**config.mk**
```make
export PLATFORM = sky130hd
export DESIGN_NAME = decode_ctrl_pipe
export DESIGN_NICKNAME = d
export VERILOG_FILES = /design/src/rtl/decode_ctrl_pipe.sv
export SDC_FILE = /design/constraint.sdc
export NUM_CORES = 1
export LEC_CHECK = 0
export CAP_MARGIN = 40
export CELL_PAD_IN_SITES_DETAIL_PLACEMENT = 0
export CELL_PAD_IN_SITES_GLOBAL_PLACEMENT = 2
export CORE_MARGIN = 4
export CORE_UTILIZATION = 26
export CTS_CLUSTER_DIAMETER = 100
export DETAILED_ROUTE_END_ITERATION = 10
export PLACE_DENSITY = 0.77
export SYNTH_ARGS = -nofsm -noshare
export SYNTH_HDL_FRONTEND = slang
export SYNTH_SLANG_ARGS = --single-unit
export TNS_END_PERCENT = 5
```
**constraint.sdc**
```tcl
create_clock -name clk -period 2.4 [get_ports clk]
set_input_delay 0.48 -clock clk [delete_from_list [all_inputs] [get_ports clk]]
set_output_delay 0.48 -clock clk [all_outputs]
set_load 0.02 [all_outputs]
```
**src/rtl/decode_ctrl_pipe.sv**
```systemverilog
// RV32 decode stage: turns R/I-ALU/load/store instruction words into ALU control
// signals, flags and counts illegal encodings, and buffers results in a 2-entry FIFO.
module decode_ctrl_pipe #(
  parameter int unsigned ALU_W  = 4,
  parameter int unsigned EN_MUL = 1,
  parameter int unsigned EN_EXT = 1,
  parameter int unsigned CNT_W  = 8
) (
  input  logic             clk,
  input  logic             rst_n,
  input  logic             in_valid,
  output logic             in_ready,
  input  logic [31:0]      instr,
  output logic             out_valid,
  input  logic             out_ready,
  output logic [ALU_W-1:0] alu_control,
  output logic             regwrite,
  output logic             alu_src_imm,
  output logic [4:0]       rd,
  output logic             illegal,
  output logic [CNT_W-1:0] illegal_cnt
);

  typedef enum logic [3:0] {
    ALU_AND  = 4'b0000, ALU_OR  = 4'b0001, ALU_ADD = 4'b0010, ALU_SLL = 4'b0011,
    ALU_SUB  = 4'b0100, ALU_SRL = 4'b0101, ALU_MUL = 4'b0110, ALU_XOR = 4'b0111,
    ALU_SRA  = 4'b1000, ALU_SLT = 4'b1001, ALU_SLTU = 4'b1010
  } alu_op_e;

  typedef enum logic [1:0] {EMPTY, ONE, FULL} occ_e;

  typedef struct packed {
    logic [3:0] alu;
    logic       rw;
    logic       imm;
    logic [4:0] rd;
    logic       ill;
  } entry_t;

  occ_e   state, state_n;
  entry_t head, tail, dec;
  logic   push, pop, load_head, load_tail, move_tail;
  logic   ok, rw, imm;
  alu_op_e op;
  logic [CNT_W-1:0] cnt;

  logic [6:0] opcode, funct7;
  logic [2:0] funct3;
  logic       unused_ok;

  assign opcode    = instr[6:0];
  assign funct3    = instr[14:12];
  assign funct7    = instr[31:25];
  assign unused_ok = ^instr[24:15];

  always_comb begin
    ok  = 1'b1;
    op  = ALU_ADD;
    rw  = 1'b1;
    imm = 1'b0;
    unique case (opcode)
      7'b0110011: begin
        unique case (funct7)
          7'b0000000: begin
            unique case (funct3)
              3'b000: op = ALU_ADD;
              3'b001: op = ALU_SLL;
              3'b010: begin op = ALU_SLT;  ok = (EN_EXT != 0); end
              3'b011: begin op = ALU_SLTU; ok = (EN_EXT != 0); end
              3'b100: op = ALU_XOR;
              3'b101: op = ALU_SRL;
              3'b110: op = ALU_OR;
              default: op = ALU_AND;
            endcase
          end
          7'b0100000: begin
            if (funct3 == 3'b000) op = ALU_SUB;
            else if (funct3 == 3'b101) begin op = ALU_SRA; ok = (EN_EXT != 0); end
            else ok = 1'b0;
          end
          7'b0000001: begin
            op = ALU_MUL;
            ok = (funct3 == 3'b000) && (EN_MUL != 0);
          end
          default: ok = 1'b0;
        endcase
      end
      7'b0010011: begin
        imm = 1'b1;
        unique case (funct3)
          3'b000: op = ALU_ADD;
          3'b001: begin op = ALU_SLL; ok = (funct7 == 7'b0000000); end
          3'b010: begin op = ALU_SLT;  ok = (EN_EXT != 0); end
          3'b011: begin op = ALU_SLTU; ok = (EN_EXT != 0); end
          3'b100: op = ALU_XOR;
          3'b101: begin
            if (funct7 == 7'b0000000) op = ALU_SRL;
            else if (funct7 == 7'b0100000) begin op = ALU_SRA; ok = (EN_EXT != 0); end
            else ok = 1'b0;
          end
          3'b110: op = ALU_OR;
          default: op = ALU_AND;
        endcase
      end
      7'b0000011: begin
        imm = 1'b1;
        ok  = (funct3 inside {3'b000, 3'b001, 3'b010, 3'b100, 3'b101});
      end
      7'b0100011: begin
        imm = 1'b1;
        rw  = 1'b0;
        ok  = (funct3 inside {3'b000, 3'b001, 3'b010});
      end
      default: ok = 1'b0;
    endcase

    dec.ill = !ok;
    dec.alu = ok ? op : 4'b0000;
    dec.rw  = ok && rw;
    dec.imm = ok && imm;
    dec.rd  = (ok && rw) ? instr[11:7] : 5'd0;
  end

  assign in_ready  = (state != FULL);
  assign out_valid = (state != EMPTY);
  assign push      = in_valid && in_ready;
  assign pop       = out_valid && out_ready;

  // Head doubles as the output register, so it keeps the last delivered entry when empty.
  always_comb begin
    state_n   = state;
    load_head = 1'b0;
    load_tail = 1'b0;
    move_tail = 1'b0;
    unique case (state)
      EMPTY: if (push) begin state_n = ONE; load_head = 1'b1; end
      ONE: begin
        if (push && pop) load_head = 1'b1;
        else if (push) begin state_n = FULL; load_tail = 1'b1; end
        else if (pop) state_n = EMPTY;
      end
      default: if (pop) begin state_n = ONE; move_tail = 1'b1; end
    endcase
  end

  always_ff @(posedge clk) begin
    if (!rst_n) begin
      state <= EMPTY;
      head  <= '0;
      tail  <= '0;
      cnt   <= '0;
    end else begin
      state <= state_n;
      if (load_head) head <= dec;
      else if (move_tail) head <= tail;
      if (load_tail) tail <= dec;
      if (push && dec.ill && (cnt != '1)) cnt <= cnt + 1'b1;
    end
  end

  assign alu_control = ALU_W'(head.alu);
  assign regwrite    = head.rw;
  assign alu_src_imm = head.imm;
  assign rd          = head.rd;
  assign illegal     = head.ill;
  assign illegal_cnt = cnt;

endmodule

```
# Yosys cells after proc, flatten, opt, wreduce, memory -nomap -nowiden

Cells that the tools add are included.

Output and inout port bits: 22
RAM bits: 0
Bits in latches: 0
Memories kept: 0
Register bits after elaboration: 34
Input port bits: 36
ROM bits: 0

Add/subtract/negate cells: 1
$lt $le $gt $ge: 0
Shift-type cells: 0
Muxes and demuxes: 34
Reduce and logical (&&, ||, !) cells: 19
$mul: 0
Bitwise operators: 0
Equal/unequal tests: 18
Div/mod/pow operators: 0

Operators with widths:

| cell                                                 | number |
|---|---|
| one-hot mux 4 bit (7 select lines)                   | 2 |
| 2-to-1 mux 12 bit                                    | 2 |
| equality test 7 x 6 -> 1 bit (second input constant) | 3 |
| 2-to-1 mux 4 bit                                     | 5 |
| 2-to-1 mux 1 bit                                     | 12 |
| one-hot mux 4 bit (3 select lines)                   | 1 |
| 2-to-1 mux 2 bit                                     | 5 |
| equality test 3 bit (second input constant)          | 3 |
| adder 8 x 1 -> 8 bit (second input constant)         | 1 |
| inequality test 8 bit (second input constant)        | 1 |
| one-hot mux 4 bit (2 select lines)                   | 1 |
| equality test 7 x 1 -> 1 bit (second input constant) | 1 |
| equality test 7 x 2 -> 1 bit (second input constant) | 1 |
| equality test 7 x 5 -> 1 bit (second input constant) | 1 |
| logical AND 1 bit                                    | 7 |
| logical NOT 7 bit                                    | 1 |
| equality test 3 x 2 -> 1 bit (second input constant) | 2 |
| inequality test 2 bit (second input constant)        | 3 |
| nonzero test 3 bit                                   | 2 |
| 2-to-1 mux 5 bit                                     | 1 |
| nonzero test 5 bit                                   | 1 |
| one-hot mux 1 bit (2 select lines)                   | 2 |
| one-hot mux 1 bit (4 select lines)                   | 1 |
| one-hot mux 2 bit (2 select lines)                   | 1 |
| other kinds (11)                                     | 12 |

# Depth between registers and ports, before layout

Word-level depth: 8
Depth in mapped cells: 8
Gate-level depth less buffers: 6

# Worst setup path before layout

No wires, ideal clock.

Path kind: input port to flip-flop
Start: input instr[28]
End: register head (netlist bit alu_control[2])
Data required time: 2331 ps
Stages on the path: 6
Path slack: 205 ps
Path buffers: 0
Setup time: 69 ps
Data arrival time: 2126 ps
Cell sequence: or4_4 -> or4_4 -> a2111oi_4 -> a21oi_1 -> a21o_1 -> o21ai_1

Cells in the longest elaborated chain, start to end: 7
Elaborated cells between the ends (all ways): 14

RTL lines:

| item                               | RTL line | source |
|---|---|---|
| start, declared                    | 13       | `input logic [31:0] instr,` |
| equality test 7 x 6 -> 1 bit       | 63, 98   |  |
| 2-to-1 mux 1 bit                   | 98       | `else if (funct7 == 7'b0100000) begin op = ALU_SRA; ok = (EN_EXT != 0); end` |
| 2-to-1 mux 1 bit                   | 97       | `if (funct7 == 7'b0000000) op = ALU_SRL;` |
| one-hot mux 1 bit (2 select lines) | 90       | `unique case (funct3)` |
| one-hot mux 1 bit (4 select lines) | 61       | `unique case (opcode)` |
| 2-to-1 mux 4 bit *                 | 118      | `dec.alu = ok ? op : 4'b0000;` |
| 2-to-1 mux 12 bit *                | 154      | `if (load_head) head <= dec;` |
| end signal, assigned               | 155      | `else if (move_tail) head <= tail;` |
| end, declared                      | 41       | `entry_t head, tail, dec;` |

Every way passes the cells marked *; elsewhere a longest branch is shown, timed or not.
A chain may end at the register's enable or synchronous reset.

# Worst setup path in the final report

Same ends and word-level chain as after synthesis.

==> impl_metrics.prom <==
# TYPE chip_impl_metric gauge
chip_impl_info{name="status",value="complete, no violations"} 1
chip_impl_metric{name="finalNetCount",unit=""} 358
chip_impl_info{name="post-synth-top-area-cell",value="sky130_fd_sc_hd__dfxtp_1"} 1
chip_impl_metric{name="synth.yosys.warnings",unit=""} 0
chip_impl_metric{name="edff_count_synth",unit=""} 0
chip_impl_metric{name="dpl.hpwl",unit="mm"} 4.11
chip_impl_info{name="worst_r2r_startpoint",value="illegal_cnt[2]"} 1
chip_impl_metric{name="finalWeightedCongestion",unit=""} 0.787
chip_impl_metric{name="die_height",unit="um"} 93.7
chip_impl_metric{name="finish.instance_area",unit="sq um"} 2800
chip_impl_metric{name="worst_setup_hold_path_clk_slew",unit="ps"} 70
chip_impl_metric{name="route.detailed.drc",unit=""} 0
chip_impl_metric{name="cts_max_path_buffers",unit=""} 2
chip_impl_metric{name="cts_htree_levels",unit=""} 2
chip_impl_metric{name="worst-path-max-fanout",unit=""} 4
chip_impl_metric{name="netlist-cell-type-count",unit=""} 48
chip_impl_info{name="dominantRegCellSynth",value="sky130_fd_sc_hd__dfxtp_1"} 1
chip_impl_metric{name="critical-path-max-stage-delay",unit="ps"} 560
chip_impl_metric{name="intPower",unit="mW"} 0.973
chip_impl_metric{name="routed_wirelength",unit="mm"} 5.35
chip_impl_info{name="synth.top_cells.by_count",value="sky130_fd_sc_hd__nand2_1 (67), sky130_fd_sc_hd__dfxtp_1 (34), sky130_fd_sc_hd__o21ai_0 (21)"} 1
chip_impl_metric{name="synth_nets",unit=""} 285
chip_impl_metric{name="setup_tns",unit="ps"} 0
chip_impl_metric{name="power.density",unit="nW/um^2"} 460
chip_impl_metric{name="flow.area_growth_from_synthesis",unit="%"} 46.6
chip_impl_metric{name="synth_seq_area_share",unit=""} 0.357
chip_impl_metric{name="seq_power_share",unit=""} 0.451
chip_impl_metric{name="worstPathBufferInverterCount",unit=""} 1
chip_impl_info{name="hold_path.class",value="flop to flop"} 1
chip_impl_metric{name="fp.coreArea",unit="sq um"} 6940
chip_impl_metric{name="synth.ff_latch_count",unit=""} 34
chip_impl_metric{name="synth.cell_area",unit="sq um"} 1910
chip_impl_metric{name="async_flop_share",unit=""} 0
chip_impl_metric{name="antenna_found_initial",unit=""} 0
chip_impl_info{name="unrepaired_setup_endpoints_after_global_routing",value="true"} 1
chip_impl_metric{name="post-route-min-period",unit="ps"} 2350
chip_impl_metric{name="post-cts-setup-buffers",unit=""} 0
chip_impl_metric{name="max_cap_violations",unit=""} 0
chip_impl_metric{name="finClkSkew",unit="ps"} 4.73
chip_impl_metric{name="worst_ep_arrival_time",unit="ps"} 2570
chip_impl_metric{name="route.vias.total",unit=""} 1964
chip_impl_metric{name="finalSetupViolations",unit=""} 0
chip_impl_metric{name="grt_start_max_net_pins",unit=""} 23
chip_impl_metric{name="worst-r2r-setup-slack",unit="ps"} 740
chip_impl_metric{name="fin_crit_sh",unit=""} 0.980
chip_impl_metric{name="p_leak",unit="nW"} 1.03
chip_impl_metric{name="antenna_violating_nets_post_route",unit=""} 0
chip_impl_info{name="cts_tree",value="built"} 1
chip_impl_metric{name="hold_viol",unit=""} 0
chip_impl_metric{name="die_width",unit="um"} 93.7
chip_impl_metric{name="switching_share",unit=""} 0.245
chip_impl_metric{name="synthDominantCellAreaShare",unit=""} 0.357
chip_impl_metric{name="detailedRoute.firstPassIterationCount",unit=""} 4
chip_impl_info{name="worst_setup_path_startpoint",value="instr[28]"} 1
chip_impl_metric{name="clkLatencyLatePin",unit="ps"} 280
chip_impl_metric{name="total_number_of_placement_rows",unit=""} 30
chip_impl_metric{name="fmaxAchievable",unit="MHz"} 425
chip_impl_metric{name="design.portCount",unit=""} 58
chip_impl_metric{name="routed_wire_length_per_instance",unit="um"} 12.8
chip_impl_metric{name="initial_utilization",unit=""} 0.275
chip_impl_metric{name="net-switching-power",unit="mW"} 0.316
chip_impl_metric{name="cts_inserted_buffers",unit=""} 5
chip_impl_info{name="kind_of_end_point_of_the_critical_path",value="flop"} 1
chip_impl_metric{name="comb_power_share",unit=""} 0.165
chip_impl_metric{name="worst-path-stages",unit=""} 7
chip_impl_info{name="path_cells",value="clkdlybuf4s50_1 > or4_4 > or4_4 > a2111oi_4 > a21oi_1 > a21o_1 > o21ai_1"} 1
chip_impl_metric{name="data_required_time_at_the_worst_endpoint",unit="ps"} 2620
chip_impl_info{name="critPathLaunchType",value="input port"} 1
chip_impl_metric{name="ir_drop",unit="V"} 0.000213
chip_impl_metric{name="viasPerCell",unit=""} 4.70
chip_impl_metric{name="place_area",unit="sq um"} 2650
chip_impl_metric{name="finalPower",unit="mW"} 1.29
chip_impl_metric{name="synth_cells",unit=""} 248
chip_impl_metric{name="synth_area_per_cell",unit="sq um"} 7.69
chip_impl_info{name="yosys.cell_count.top_type",value="sky130_fd_sc_hd__nand2_1"} 1
chip_impl_metric{name="max-slew-margin-rel",unit=""} 0.738
chip_impl_metric{name="initialDrtViolationCount",unit=""} 100
chip_impl_metric{name="worst_margin_slew",unit="ps"} 391
chip_impl_metric{name="final_layout_size_suffix_gt1_frac",unit=""} 0.168
chip_impl_metric{name="final_max_slew_viol_count",unit=""} 0
chip_impl_metric{name="fin_hold_ws",unit="ps"} 448
chip_impl_info{name="synth_area_leaders",value="sky130_fd_sc_hd__dfxtp_1 (36%), sky130_fd_sc_hd__nand2_1 (13%), sky130_fd_sc_hd__o21ai_0 (5.5%)"} 1
chip_impl_info{name="timing.rr.end",value="illegal_cnt[3]"} 1
chip_impl_info{name="critPathMostFrequentCell",value="sky130_fd_sc_hd__or4_4"} 1
chip_impl_info{name="criticalPathCategory",value="input port to flop"} 1
chip_impl_metric{name="grt_usage",unit=""} 0.123
chip_impl_metric{name="hold_buffers",unit=""} 0
chip_impl_info{name="cts.root.buffer_cell",value="sky130_fd_sc_hd__clkbuf_8"} 1
chip_impl_info{name="worst_path_max_delay_cell",value="sky130_fd_sc_hd__or4_4"} 1
chip_impl_metric{name="io_buffers",unit=""} 47
chip_impl_metric{name="globalRouteOverflowTotal",unit=""} 0
chip_impl_metric{name="clock_sink_count",unit=""} 34
chip_impl_metric{name="vias_in_the_first_global_route",unit=""} 1841
chip_impl_metric{name="power_frac_clock",unit=""} 0.384
chip_impl_info{name="timing.critical_path.to",value="alu_control[2]"} 1
chip_impl_metric{name="timing.reg2reg.worst_path_depth",unit=""} 7
chip_impl_metric{name="antenna_cells_inserted",unit=""} 0
chip_impl_metric{name="grt_first_pass_wirelength",unit="mm"} 8.74
chip_impl_metric{name="dieArea",unit="sq um"} 8770
chip_impl_info{name="critPathTopFamily",value="simple AND/OR/NAND/NOR gates"} 1
[power by group through the flow]
stage | sequential (mW) | combinational [mW] | clock, mW
floorplan | 0.598 | 0.0986 | 0
global placement | 0.594 | 0.210 | 0
detailed placement | 0.594 | 0.210 | 0
CTS | 0.581 | 0.211 | 0.507
global route | 0.582 | 0.233 | 0.529
finish | 0.581 | 0.212 | 0.495
[sequential cells by signal, indices dropped and copies added, names as in the netlist]
name	count
illegal_cnt	8
state	2
rd	5
alu_control	4
illegal	1
alu_src_imm	1
regwrite	1
tail	12
[worst min-delay path by stage]
stage                  from  endpoint  slack [ps]  depth (start not counted)
floorplan           tail[9]   tail[9]         420                          2
global placement    tail[4]   tail[4]         430                          2
detailed placement  tail[3]   tail[3]         440                          2
CTS                 tail[3]   tail[3]         450                          2
global route        tail[7]   tail[7]         470                          2
finish              tail[3]   tail[3]         450                          2
[worst reg2reg max path, delay by kind of cell, from the launching register on]
kind	cells	cell delay, ps
buf+inv	1	170
simple gates	4	700
flops	1	360
compound gates	2	360
[metrics by stage]
| step | cells | util | setup slack (ps) |
|---|---|---|---|
| after global placement | 410 | 0.381 | -350 |
| after detailed placement | 410 | 0.381 | -380 |
| after floorplan | 248 | - | 205 |
| after global routing | 418 | 0.403 | -34.9 |
| final | 418 | 0.403 | 47.3 |
| after CTS | 418 | 0.397 | -69.3 |
[cell type report]
class,count,area [sq um]
Timing Repair Buffer,79,711
Fill cell,736,4150
Clock buffer,8,110
Tap cell,96,120
Inverter,5,18.8
Multi-Input combinational cell,196,1160
Sequential cell,34,681
[layer usage]
layer	GRT usage	up-vias	share of wire	wire (um)
met3	0.0272	5	0.066	353
li1	-	1012	-	-
met4	0.0277	0	0.0082	44
met1	0.160	893	0.46	2460
met5	0	-	0	0
met2	0.210	54	0.47	2490
[cells by family after synthesis]
group / Yosys count / share of synthesized area
AOI/OAI and AO/OA: 64 / 0.224
xor gates and xnor gates: 1 / 0.00459
adders and majority gates: 1 / 0.00656
buffers and inverters: 18 / 0.0577
DFF: 34 / 0.357
muxes: 8 / 0.0420
and+or+nand+nor: 122 / 0.308
[placed cells by master, fill, tap and decap left out, types with 2 or more instances in the layout]
| cell | instances |
|---|---|
| sky130_fd_sc_hd__a22oi_1 | 3 |
| sky130_fd_sc_hd__nand3_1 | 4 |
| sky130_fd_sc_hd__clkdlybuf4s50_1 | 47 |
| sky130_fd_sc_hd__nand2_1 | 67 |
| sky130_fd_sc_hd__or3_1 | 2 |
| sky130_fd_sc_hd__inv_1 | 5 |
| sky130_fd_sc_hd__and3_1 | 2 |
| sky130_fd_sc_hd__nor3_1 | 4 |
| sky130_fd_sc_hd__clkbuf_8 | 8 |
| sky130_fd_sc_hd__nand4_1 | 2 |
| sky130_fd_sc_hd__o21ai_0 | 21 |
| sky130_fd_sc_hd__a41oi_1 | 2 |
| sky130_fd_sc_hd__buf_4 | 32 |
| sky130_fd_sc_hd__nor4b_4 | 2 |
| sky130_fd_sc_hd__o22ai_1 | 2 |
| sky130_fd_sc_hd__a31o_2 | 2 |
| sky130_fd_sc_hd__or4_4 | 2 |
| sky130_fd_sc_hd__nand2b_1 | 10 |
| sky130_fd_sc_hd__nor2b_1 | 6 |
| sky130_fd_sc_hd__a21boi_0 | 2 |
| sky130_fd_sc_hd__mux2i_1 | 8 |
| sky130_fd_sc_hd__o211ai_1 | 3 |
| sky130_fd_sc_hd__o21ai_1 | 9 |
| sky130_fd_sc_hd__dfxtp_1 | 34 |
| sky130_fd_sc_hd__and2_1 | 5 |
| sky130_fd_sc_hd__nor2_1 | 10 |
| sky130_fd_sc_hd__o31ai_1 | 3 |
| sky130_fd_sc_hd__a21oi_1 | 5 |
[repair_timing]
| action | in CTS | in global routing |
|---|---|---|
| pin swaps | 1 | 1 |
| setup endpoints to repair | 4 | 19 |
| resized for setup | 0 | 7 |
(Power assumes the default switching activity.)
